`src/rtl/rv_warp_ctl_handler.sv`:
```
// Warp-scheduler side of the warp-control interface: per-warp active/tmask state,
// barrier stalls, IPDOM split/join stacks, spawn requests and join PC redirects.
module rv_warp_ctl_handler #(
  parameter int NUM_WARPS    = 4,
  parameter int NUM_THREADS  = 4,
  parameter int NUM_BARRIERS = 4,
  parameter int STACK_DEPTH  = 4,
  localparam int NW_BITS = $clog2(NUM_WARPS),
  localparam int NB_BITS = $clog2(NUM_BARRIERS)
) (
  input  logic                             clk,
  input  logic                             reset,
  input  logic                             warp_ctl_if_valid,
  input  logic [NW_BITS-1:0]               warp_ctl_if_wid,
  input  logic                             warp_ctl_if_tmc_valid,
  input  logic [NUM_THREADS-1:0]           warp_ctl_if_tmc_tmask,
  input  logic                             warp_ctl_if_wspawn_valid,
  input  logic [NUM_WARPS-1:0]             warp_ctl_if_wspawn_wmask,
  input  logic [31:0]                      warp_ctl_if_wspawn_pc,
  input  logic                             warp_ctl_if_split_valid,
  input  logic                             warp_ctl_if_split_diverged,
  input  logic [NUM_THREADS-1:0]           warp_ctl_if_split_then_tmask,
  input  logic [NUM_THREADS-1:0]           warp_ctl_if_split_else_tmask,
  input  logic [31:0]                      warp_ctl_if_split_pc,
  input  logic                             warp_ctl_if_barrier_valid,
  input  logic [NB_BITS-1:0]               warp_ctl_if_barrier_id,
  input  logic [NW_BITS-1:0]               warp_ctl_if_barrier_size_m1,
  input  logic                             join_valid,
  input  logic [NW_BITS-1:0]               join_wid,
  output logic                             join_ready,
  output logic [NUM_WARPS-1:0]             warp_active,
  output logic [NUM_WARPS-1:0]             warp_stalled,
  output logic [NUM_WARPS*NUM_THREADS-1:0] warp_tmask,
  output logic                             spawn_valid,
  output logic [NUM_WARPS-1:0]             spawn_wmask,
  output logic [31:0]                      spawn_pc,
  output logic                             join_redirect_valid,
  output logic [NW_BITS-1:0]               join_redirect_wid,
  output logic [31:0]                      join_redirect_pc,
  output logic                             stack_error
);

  localparam int SP_BITS = $clog2(STACK_DEPTH + 1);
  localparam int SI_BITS = $clog2(STACK_DEPTH);

  logic [NUM_WARPS-1:0]   active;
  logic [NUM_WARPS-1:0]   stalled;
  logic [NUM_THREADS-1:0] tmask    [NUM_WARPS];
  logic [NW_BITS-1:0]     bar_cnt  [NUM_BARRIERS];
  logic [NUM_WARPS-1:0]   bar_mask [NUM_BARRIERS];
  logic                   stk_ft   [NUM_WARPS][STACK_DEPTH];
  logic [NUM_THREADS-1:0] stk_tm   [NUM_WARPS][STACK_DEPTH];
  logic [31:0]            stk_pc   [NUM_WARPS][STACK_DEPTH];
  logic [SP_BITS-1:0]     sp       [NUM_WARPS];

  logic                 do_tmc, do_wspawn, do_split, do_bar;
  logic [NUM_WARPS-1:0] spawn_fmask;
  logic                 split_room;
  logic [SI_BITS-1:0]   push_idx, push_idx1, pop_idx;
  logic [SP_BITS-1:0]   sp_m1;
  logic                 join_fire, join_empty;

  // Only the highest-priority sub-valid of an event is honoured.
  always_comb begin
    do_tmc    = warp_ctl_if_valid && warp_ctl_if_tmc_valid;
    do_wspawn = warp_ctl_if_valid && !warp_ctl_if_tmc_valid && warp_ctl_if_wspawn_valid;
    do_split  = warp_ctl_if_valid && !warp_ctl_if_tmc_valid && !warp_ctl_if_wspawn_valid &&
                warp_ctl_if_split_valid;
    do_bar    = warp_ctl_if_valid && !warp_ctl_if_tmc_valid && !warp_ctl_if_wspawn_valid &&
                !warp_ctl_if_split_valid && warp_ctl_if_barrier_valid;
    spawn_fmask = '0;
    for (int j = 0; j < NUM_WARPS; j++) begin
      spawn_fmask[j] = warp_ctl_if_wspawn_wmask[j] && !active[j] &&
                       (NW_BITS'(j) != warp_ctl_if_wid);
    end
    split_room = (int'(sp[warp_ctl_if_wid]) + (warp_ctl_if_split_diverged ? 2 : 1))
                 <= STACK_DEPTH;
    push_idx   = sp[warp_ctl_if_wid][SI_BITS-1:0];
    push_idx1  = push_idx + SI_BITS'(1);
    join_ready = !(warp_ctl_if_valid && (warp_ctl_if_wid == join_wid));
    join_fire  = join_valid && join_ready;
    join_empty = (sp[join_wid] == '0);
    sp_m1      = sp[join_wid] - SP_BITS'(1);
    pop_idx    = sp_m1[SI_BITS-1:0];
  end

  // Join and warp_ctl updates never target the same warp (join_ready), so both can land.
  always_ff @(posedge clk) begin
    if (reset) begin
      active              <= NUM_WARPS'(1);
      stalled             <= '0;
      spawn_valid         <= 1'b0;
      spawn_wmask         <= '0;
      spawn_pc            <= '0;
      join_redirect_valid <= 1'b0;
      join_redirect_wid   <= '0;
      join_redirect_pc    <= '0;
      stack_error         <= 1'b0;
      for (int w = 0; w < NUM_WARPS; w++) begin
        tmask[w] <= (w == 0) ? NUM_THREADS'(1) : '0;
        sp[w]    <= '0;
      end
      for (int b = 0; b < NUM_BARRIERS; b++) begin
        bar_cnt[b]  <= '0;
        bar_mask[b] <= '0;
      end
    end else begin
      spawn_valid         <= 1'b0;
      join_redirect_valid <= 1'b0;

      if (join_fire) begin
        if (join_empty) begin
          stack_error <= 1'b1;
        end else begin
          sp[join_wid]    <= sp_m1;
          tmask[join_wid] <= stk_tm[join_wid][pop_idx];
          if (!stk_ft[join_wid][pop_idx]) begin
            join_redirect_valid <= 1'b1;
            join_redirect_wid   <= join_wid;
            join_redirect_pc    <= stk_pc[join_wid][pop_idx];
          end
        end
      end

      if (do_tmc) begin
        tmask[warp_ctl_if_wid] <= warp_ctl_if_tmc_tmask;
        if (warp_ctl_if_tmc_tmask == '0) active[warp_ctl_if_wid] <= 1'b0;
      end

      if (do_wspawn) begin
        for (int j = 0; j < NUM_WARPS; j++) begin
          if (spawn_fmask[j]) begin
            active[j] <= 1'b1;
            tmask[j]  <= NUM_THREADS'(1);
          end
        end
        spawn_valid <= 1'b1;
        spawn_wmask <= spawn_fmask;
        spawn_pc    <= warp_ctl_if_wspawn_pc;
      end

      if (do_split) begin
        if (!split_room) begin
          stack_error <= 1'b1;
        end else begin
          stk_ft[warp_ctl_if_wid][push_idx] <= 1'b1;
          stk_tm[warp_ctl_if_wid][push_idx] <= tmask[warp_ctl_if_wid];
          stk_pc[warp_ctl_if_wid][push_idx] <= '0;
          if (warp_ctl_if_split_diverged) begin
            stk_ft[warp_ctl_if_wid][push_idx1] <= 1'b0;
            stk_tm[warp_ctl_if_wid][push_idx1] <= warp_ctl_if_split_else_tmask;
            stk_pc[warp_ctl_if_wid][push_idx1] <= warp_ctl_if_split_pc;
            sp[warp_ctl_if_wid]    <= sp[warp_ctl_if_wid] + SP_BITS'(2);
            tmask[warp_ctl_if_wid] <= warp_ctl_if_split_then_tmask;
          end else begin
            sp[warp_ctl_if_wid] <= sp[warp_ctl_if_wid] + SP_BITS'(1);
          end
        end
      end

      if (do_bar) begin
        if (bar_cnt[warp_ctl_if_barrier_id] == warp_ctl_if_barrier_size_m1) begin
          bar_cnt[warp_ctl_if_barrier_id]  <= '0;
          bar_mask[warp_ctl_if_barrier_id] <= '0;
          stalled <= stalled & ~bar_mask[warp_ctl_if_barrier_id];
        end else begin
          bar_cnt[warp_ctl_if_barrier_id] <= bar_cnt[warp_ctl_if_barrier_id] + NW_BITS'(1);
          bar_mask[warp_ctl_if_barrier_id][warp_ctl_if_wid] <= 1'b1;
          stalled[warp_ctl_if_wid] <= 1'b1;
        end
      end
    end
  end

  assign warp_active  = active;
  assign warp_stalled = stalled;
  for (genvar w = 0; w < NUM_WARPS; w++) begin : g_tmask
    assign warp_tmask[w*NUM_THREADS +: NUM_THREADS] = tmask[w];
  end

endmodule

```
`config.mk`:
```
export PLATFORM = sky130hd
export DESIGN_NAME = rv_warp_ctl_handler
export DESIGN_NICKNAME = d
export VERILOG_FILES = /design/src/rtl/rv_warp_ctl_handler.sv
export SDC_FILE = /design/constraint.sdc
export NUM_CORES = 1
export LEC_CHECK = 0
export BUFFER_PORTS_ARGS = -buffer_cell sky130_fd_sc_hd__buf_2
export CORE_MARGIN = 8
export CORE_UTILIZATION = 35
export DETAILED_ROUTE_END_ITERATION = 10
export PLACE_DENSITY = 0.49
export REMOVE_ABC_BUFFERS = 1
export SETUP_SLACK_MARGIN = 0.02
export SYNTH_ARGS = -nofsm -noshare
export SYNTH_HDL_FRONTEND = slang
export SYNTH_SLANG_ARGS = --single-unit
```
`constraint.sdc`:
```
create_clock -name clk -period 15.8 [get_ports clk]
set_input_delay 3.16 -clock clk [delete_from_list [all_inputs] [get_ports clk]]
set_output_delay 3.16 -clock clk [all_outputs]
set_load 0.01 [all_outputs]
```
==> reports/results.tsv, run 1 <==
metric	value	unit
setup_total_negative_slack	0	ns
clk_latency	0.62	ns
initial_antenna_violation_count	14	
synth_top_cell_area_share	65.51	%
tritoncts.num_buffers	80	
synthCells	1634	
drt_pass1_iterations	5	
design.final.nets	1951	
place.gp.congestion	0.8037	
detailedPlacementHpwl	55.56	mm
slew_violations	0	
period_needed	7.344	ns
synthDominantAreaCellType	sky130_fd_sc_hd__edfxtp_1	
ys_warn_count	0	
run_status	finished, final reports clean	
place_worst_setup_slack	7.841	ns
post_synth_num_cell_types	51	
grt_util_all_layers	16.86	%
power.ir.vdd_worst	0.07140	mV
end_kind	flip-flop	
detail_route.drc_violations	0	
dieHeight	306.4	um
flip_flop_and_latch_count_after_synthesis	725	
grt_setup_unrepaired	no	
synth-async-reset-ratio	0	%
grtUsageMet1	27.27	%
grt_pass1_vias	16000	
setup_violations	0	
criticalPathCategory	in2reg	
fin_worst_skew	0.02919	ns
placement.io_buffers	194	
post_drt_via_cell_ratio	5.356	
tritoncts	built	
register_clock_pin_slew_on_the_reported_worst_setup_and_hold_paths	0.06	ns
synth_area_per_cell	18.07	sq um
start_util	35.33	%
detailed_place.area	31800	sq um
synth-edff-count	644	
drt_wl_total	80.93	mm
timing.critical_path.fanout_max	38	
crit_arrival	7.66	ns
holdWs	0.4495	ns
io_pins	195	
die_width	306.4	um
wire_length_of_the_first_global_routing_pass	115.9	mm
ant_nets	0	
worst-slew-pin-transition	1.251	ns
cts.path.max_buffers	3	
synth.top_cells.by_area	sky130_fd_sc_hd__edfxtp_1, sky130_fd_sc_hd__mux4_2, sky130_fd_sc_hd__dfxtp_1	
areaGrowthSynthToFinish	16.65	%
initialDrtViolationCount	1503	
type_of_the_worst_min_delay_path	reg2reg	
overflow	0	
grt_start_max_net_pins	88	
layout.filler_cells	7511	
post_synth_instance_area	29520	sq um
timing.slew.headroom	16.62	%
core	83560	sq um
cp_data_required_time	16.11	ns
power	4.232	mW
fp-row-count	106	
fmax	0.1362	GHz
prevailing_post_synth_register_cell	sky130_fd_sc_hd__edfxtp_1	
grt.met3_usage	3.177	%
routedWlPerCell	27.05	um
final_hold_viols	0	
design.die.area	93890	sq um
post-synth-top-count-cell	sky130_fd_sc_hd__edfxtp_1	
final_cell_utilization_of_the_core	41.21	%
maxCapViolations	0	
post_route_cells_drive_above_1_share	30.47	%
post-cts-setup-buffers	0	
cts_max_level	3	
num_vias	16030	
clk_root_buffer_cell	sky130_fd_sc_hd__clkbuf_16	
setup_slack	8.456	ns
hold_buffers	0	
worst_setup_path_start_kind	primary input	
power.leakage	10.32	nW
grt-busiest-layer	met1	
clock_sink_count	725	
final-instance-count-excl-fill	2992	
dp.cells	2840	
synth_seq_area_share	71.00	%
powerDensity	122.9	nW/um^2
grt_util_met2	23.25	%
final_cell_area	34440	sq um
synth_top_cells_by_count	sky130_fd_sc_hd__edfxtp_1, sky130_fd_sc_hd__mux4_2, sky130_fd_sc_hd__and2_1	
finalCritPeriodShare	46.48	%
cts_repair_resize_count	0	
[kinds of logic (layout without fill, tap and decap cells)]
group	after synthesis	after routing	share of synthesized area (%)
fa+ha+maj	12	12	0.5340
flops	725	725	71.00
simple gates	396	396	6.667
buf+inv	126	402	1.882
xor+xnor	7	7	0.2077
mux	261	261	17.47
other cells	0	2	0
compound gates	107	107	2.242
[state kept, by name (all words and copies together), names as in the netlist, 4 cells and up]
name and count:
bar_cnt 8, bar_mask 16, join_redirect_pc 32, sp 12
spawn_pc 32, spawn_wmask 4, stk_ft 16, stk_pc 512
stk_tm 64, tmask 16, warp_active 4, warp_stalled 4
[worst max-delay path, stage by stage]
cell and delay [ns]:
sky130_fd_sc_hd__buf_2 0.42, sky130_fd_sc_hd__mux4_2 0.67, sky130_fd_sc_hd__ha_1 0.24, sky130_fd_sc_hd__inv_1 0.08
sky130_fd_sc_hd__fa_1 0.40, sky130_fd_sc_hd__nor2b_1 0.15, sky130_fd_sc_hd__o211a_1 0.23, sky130_fd_sc_hd__o211a_1 0.23
sky130_fd_sc_hd__buf_4 0.21, sky130_fd_sc_hd__and3_2 0.50, sky130_fd_sc_hd__a21oi_1 0.79, sky130_fd_sc_hd__nor2_4 0.16
sky130_fd_sc_hd__buf_4 0.34
[path summary, 6_finish.rpt]
| check | start | end | slack (ns) | cells after the start |
|---|---|---|---|---|
| max | warp_ctl_if_wid[0] | stk_pc[3][112] | 8.46 | 13 |
| min | spawn_pc[26] | spawn_pc[26] | 0.45 | 2 |
| max reg2reg | sp[0][0] | stk_pc[3][112] | 11.09 | 12 |
| min reg2reg | spawn_pc[26] | spawn_pc[26] | 0.45 | 2 |
[layout by cell type (no fill, tap or decap), types with 10 or more instances in the layout]
cell | Yosys | layout
sky130_fd_sc_hd__edfxtp_1 | 644 | 644
sky130_fd_sc_hd__mux4_2 | 201 | 201
sky130_fd_sc_hd__buf_2 | 15 | 191
sky130_fd_sc_hd__and2_1 | 128 | 128
sky130_fd_sc_hd__nor2_1 | 115 | 99
sky130_fd_sc_hd__nand2_1 | 98 | 98
sky130_fd_sc_hd__clkbuf_16 | 0 | 82
sky130_fd_sc_hd__dfxtp_1 | 81 | 81
sky130_fd_sc_hd__a21oi_1 | 62 | 62
sky130_fd_sc_hd__mux2i_1 | 40 | 40
sky130_fd_sc_hd__buf_4 | 13 | 30
sky130_fd_sc_hd__inv_1 | 28 | 28
sky130_fd_sc_hd__clkbuf_1 | 62 | 24
sky130_fd_sc_hd__mux2_2 | 19 | 19
sky130_fd_sc_hd__nor2_4 | 0 | 16
sky130_fd_sc_hd__clkinv_1 | 0 | 16
sky130_fd_sc_hd__o21ai_0 | 13 | 13
sky130_fd_sc_hd__nor2b_1 | 11 | 10
sky130_fd_sc_hd__o2bb2ai_1 | 10 | 10
sky130_fd_sc_hd__ha_1 | 11 | 10
sky130_fd_sc_hd__clkinv_2 | 0 | 10
[power by group]
group	switching (mW)	internal (mW)
logic	0.161	0.0988
clock network	0.753	1.11
registers	0.0172	2.09
[metal layers]
metal | part of all wire (%) | wire (um)
met4 | 1.5 | 1237
met2 | 42 | 33770
met3 | 7.4 | 5986
met1 | 49 | 39940
met5 | 0 | 0
[layout make-up]
cell class	instances	area, sq um	area share [%]
timing repair buffer	224	1227	3.564
clock inverter	40	432.9	1.257
multi-input combinational	783	8157	23.69
antenna	2	5.005	0.01453
clock buffer	110	2197	6.380
sequential	725	20960	60.87
tap	1080	1351	3.924
inverter	28	105.1	0.3052
(Power assumes the default switching activity.)
==> run 2: changes to the inputs <==
==> constraint.sdc (replaced) <==
create_clock -name clk -period 7.7 [get_ports clk]
set_input_delay 1.54 -clock clk [delete_from_list [all_inputs] [get_ports clk]]
set_output_delay 1.54 -clock clk [all_outputs]
set_load 0.01 [all_outputs]
==> run 2 against run 1 <==
- setup slack got worse by 6.6 ns
- first-iteration DRC count decreased by 32%
- wire length is 2.8% lower
- critical path type unchanged
==> reports/results.tsv, run 2 (synthesized netlist as in run 1, its figures left out) <==
metric	value	unit
setup_total_negative_slack	0	ns
worst_setup_path_start_kind	primary input	
wire_length_of_the_first_global_routing_pass	116.0	mm
fin_worst_skew	0.02564	ns
register_clock_pin_slew_on_the_reported_worst_setup_and_hold_paths	0.06	ns
core	83560	sq um
finalCritPeriodShare	76.20	%
largest_registers	stk_pc: 512 flops, stk_tm: 64 flops	
worst-slew-pin-transition	1.043	ns
num_vias	15620	
post_drt_via_cell_ratio	5.206	
period_needed	5.867	ns
clk_latency	0.63	ns
design.final.nets	1962	
hold_buffers	0	
top_library_cells_by_usage_in_the_layout_fill_and_taps_aside	sky130_fd_sc_hd__edfxtp_1, sky130_fd_sc_hd__mux4_2, sky130_fd_sc_hd__buf_2	
timing.slew.headroom	30.46	%
detailedPlacementHpwl	50.97	mm
placement.io_buffers	194	
cp_data_required_time	8.01	ns
min_from	spawn_pc[3]	
grt_util_all_layers	16.64	%
clock_sink_count	725	
initialDrtViolationCount	1029	
dieHeight	306.4	um
grt_pass1_vias	16740	
slew_violations	0	
timing.critical_path.fanout_max	38	
maxCapViolations	0	
powerDensity	246.6	nW/um^2
final_hold_viols	0	
end_kind	flip-flop	
detail_route.drc_violations	0	
power.leakage	10.34	nW
criticalPathCategory	in2reg	
antennaDiodeCount	0	
areaGrowthSynthToFinish	16.78	%
tritoncts	built	
start_util	35.33	%
worstReg2RegStart	sp[3][0]	
power.ir.vdd_worst	0.1906	mV
fp-row-count	106	
fmax	0.1704	GHz
grt_util_met2	28.89	%
clk_root_buffer_cell	sky130_fd_sc_hd__clkbuf_16	
final_cell_utilization_of_the_core	41.26	%
post-cts-setup-buffers	0	
cts_repair_resize_count	0	
cts.path.max_buffers	3	
setup_violations	0	
io_pins	195	
routedWlPerCell	26.21	um
grt-busiest-layer	met2	
tritoncts.num_buffers	80	
layout.filler_cells	7493	
drt_wl_total	78.64	mm
overflow	0	
run_status	finished, final reports clean	
crit_arrival	6.17	ns
post_route_cells_drive_above_1_share	31.04	%
max_flop_register	stk_pc	
largest_reg_flops	512	
ant_nets	0	
crit_start	warp_ctl_if_wid[0]	
type_of_the_worst_min_delay_path	reg2reg	
grtUsageMet1	21.46	%
cts_max_level	3	
mostFrequentLayoutCell	sky130_fd_sc_hd__edfxtp_1	
initial_antenna_violation_count	3	
drt_pass1_iterations	7	
design.die.area	93890	sq um
grt.met3_usage	3.150	%
place.gp.congestion	0.8134	
grt_setup_unrepaired	no	
die_width	306.4	um
grt_start_max_net_pins	61	
[run 2: power breakdown]
part           total, mW  leakage [nW]  switching [mW]  internal (mW)
Clock               3.66          1.22            1.57           2.09
Sequential          4.32          5.53          0.0246           4.29
Combinational      0.527          3.58           0.323          0.204
[run 2: stage by stage]
step / instance area, sq um / hold WS, ns / power (mW) / setup slack, ns / instances
after CTS: 34480 / 0.4510 / 8.614 / 1.801 / 3000
after floorplan: 29070 / 0.4745 / 4.666 / 0.5407 / 1536
after global placement: 31960 / 0.4383 / 4.941 / 1.212 / 2851
after detailed placement: 31960 / 0.4434 / 4.942 / 1.140 / 2851
after global routing: 34480 / 0.4694 / 8.778 / 1.563 / 3000
final: 34480 / 0.4515 / 8.502 / 1.833 / 3000
[run 2: final cells by class]
| cell class | count | area [sq um] | share of cell area (%) |
|---|---|---|---|
| clock inverters | 50 | 371.6 | 1.078 |
| well taps | 1080 | 1351 | 3.920 |
| repair buffers | 235 | 1385 | 4.018 |
| inverters | 28 | 105.1 | 0.3049 |
| clock buffers | 99 | 2146 | 6.224 |
| multi-input cells | 783 | 8157 | 23.66 |
| flip-flops and latches | 725 | 20960 | 60.80 |
[run 2: path summary, 6_finish.rpt]
check,to,slack [ns],cells past startpoint
setup / recovery,stk_pc[0][33],1.83,12
hold / removal,spawn_pc[3],0.45,2
setup reg to reg,stk_pc[0][33],2.62,11
hold reg to reg,spawn_pc[3],0.45,2
[run 2: worst max-delay path, stage by stage]
cell and delay, ns:
sky130_fd_sc_hd__buf_2 0.15, sky130_fd_sc_hd__mux4_2 0.44, sky130_fd_sc_hd__ha_1 0.19, sky130_fd_sc_hd__inv_1 0.05, sky130_fd_sc_hd__fa_1 0.48, sky130_fd_sc_hd__nor2b_1 0.17, sky130_fd_sc_hd__o211a_1 0.19, sky130_fd_sc_hd__o211a_1 0.67
sky130_fd_sc_hd__and3_2 0.89, sky130_fd_sc_hd__a21oi_1 0.39, sky130_fd_sc_hd__nor2_4 0.62, sky130_fd_sc_hd__buf_4 0.36
[run 2: metal layers]
| layer | routed length (um) | up-vias | part of all wire (%) |
|---|---|---|---|
| met3 | 3930 | 107 | 5.0 |
| met5 | 0 | - | 0 |
| met2 | 39780 | 425 | 51 |
| met1 | 33110 | 8216 | 42 |
| met4 | 1830 | 0 | 2.3 |
| li1 | - | 6869 | - |
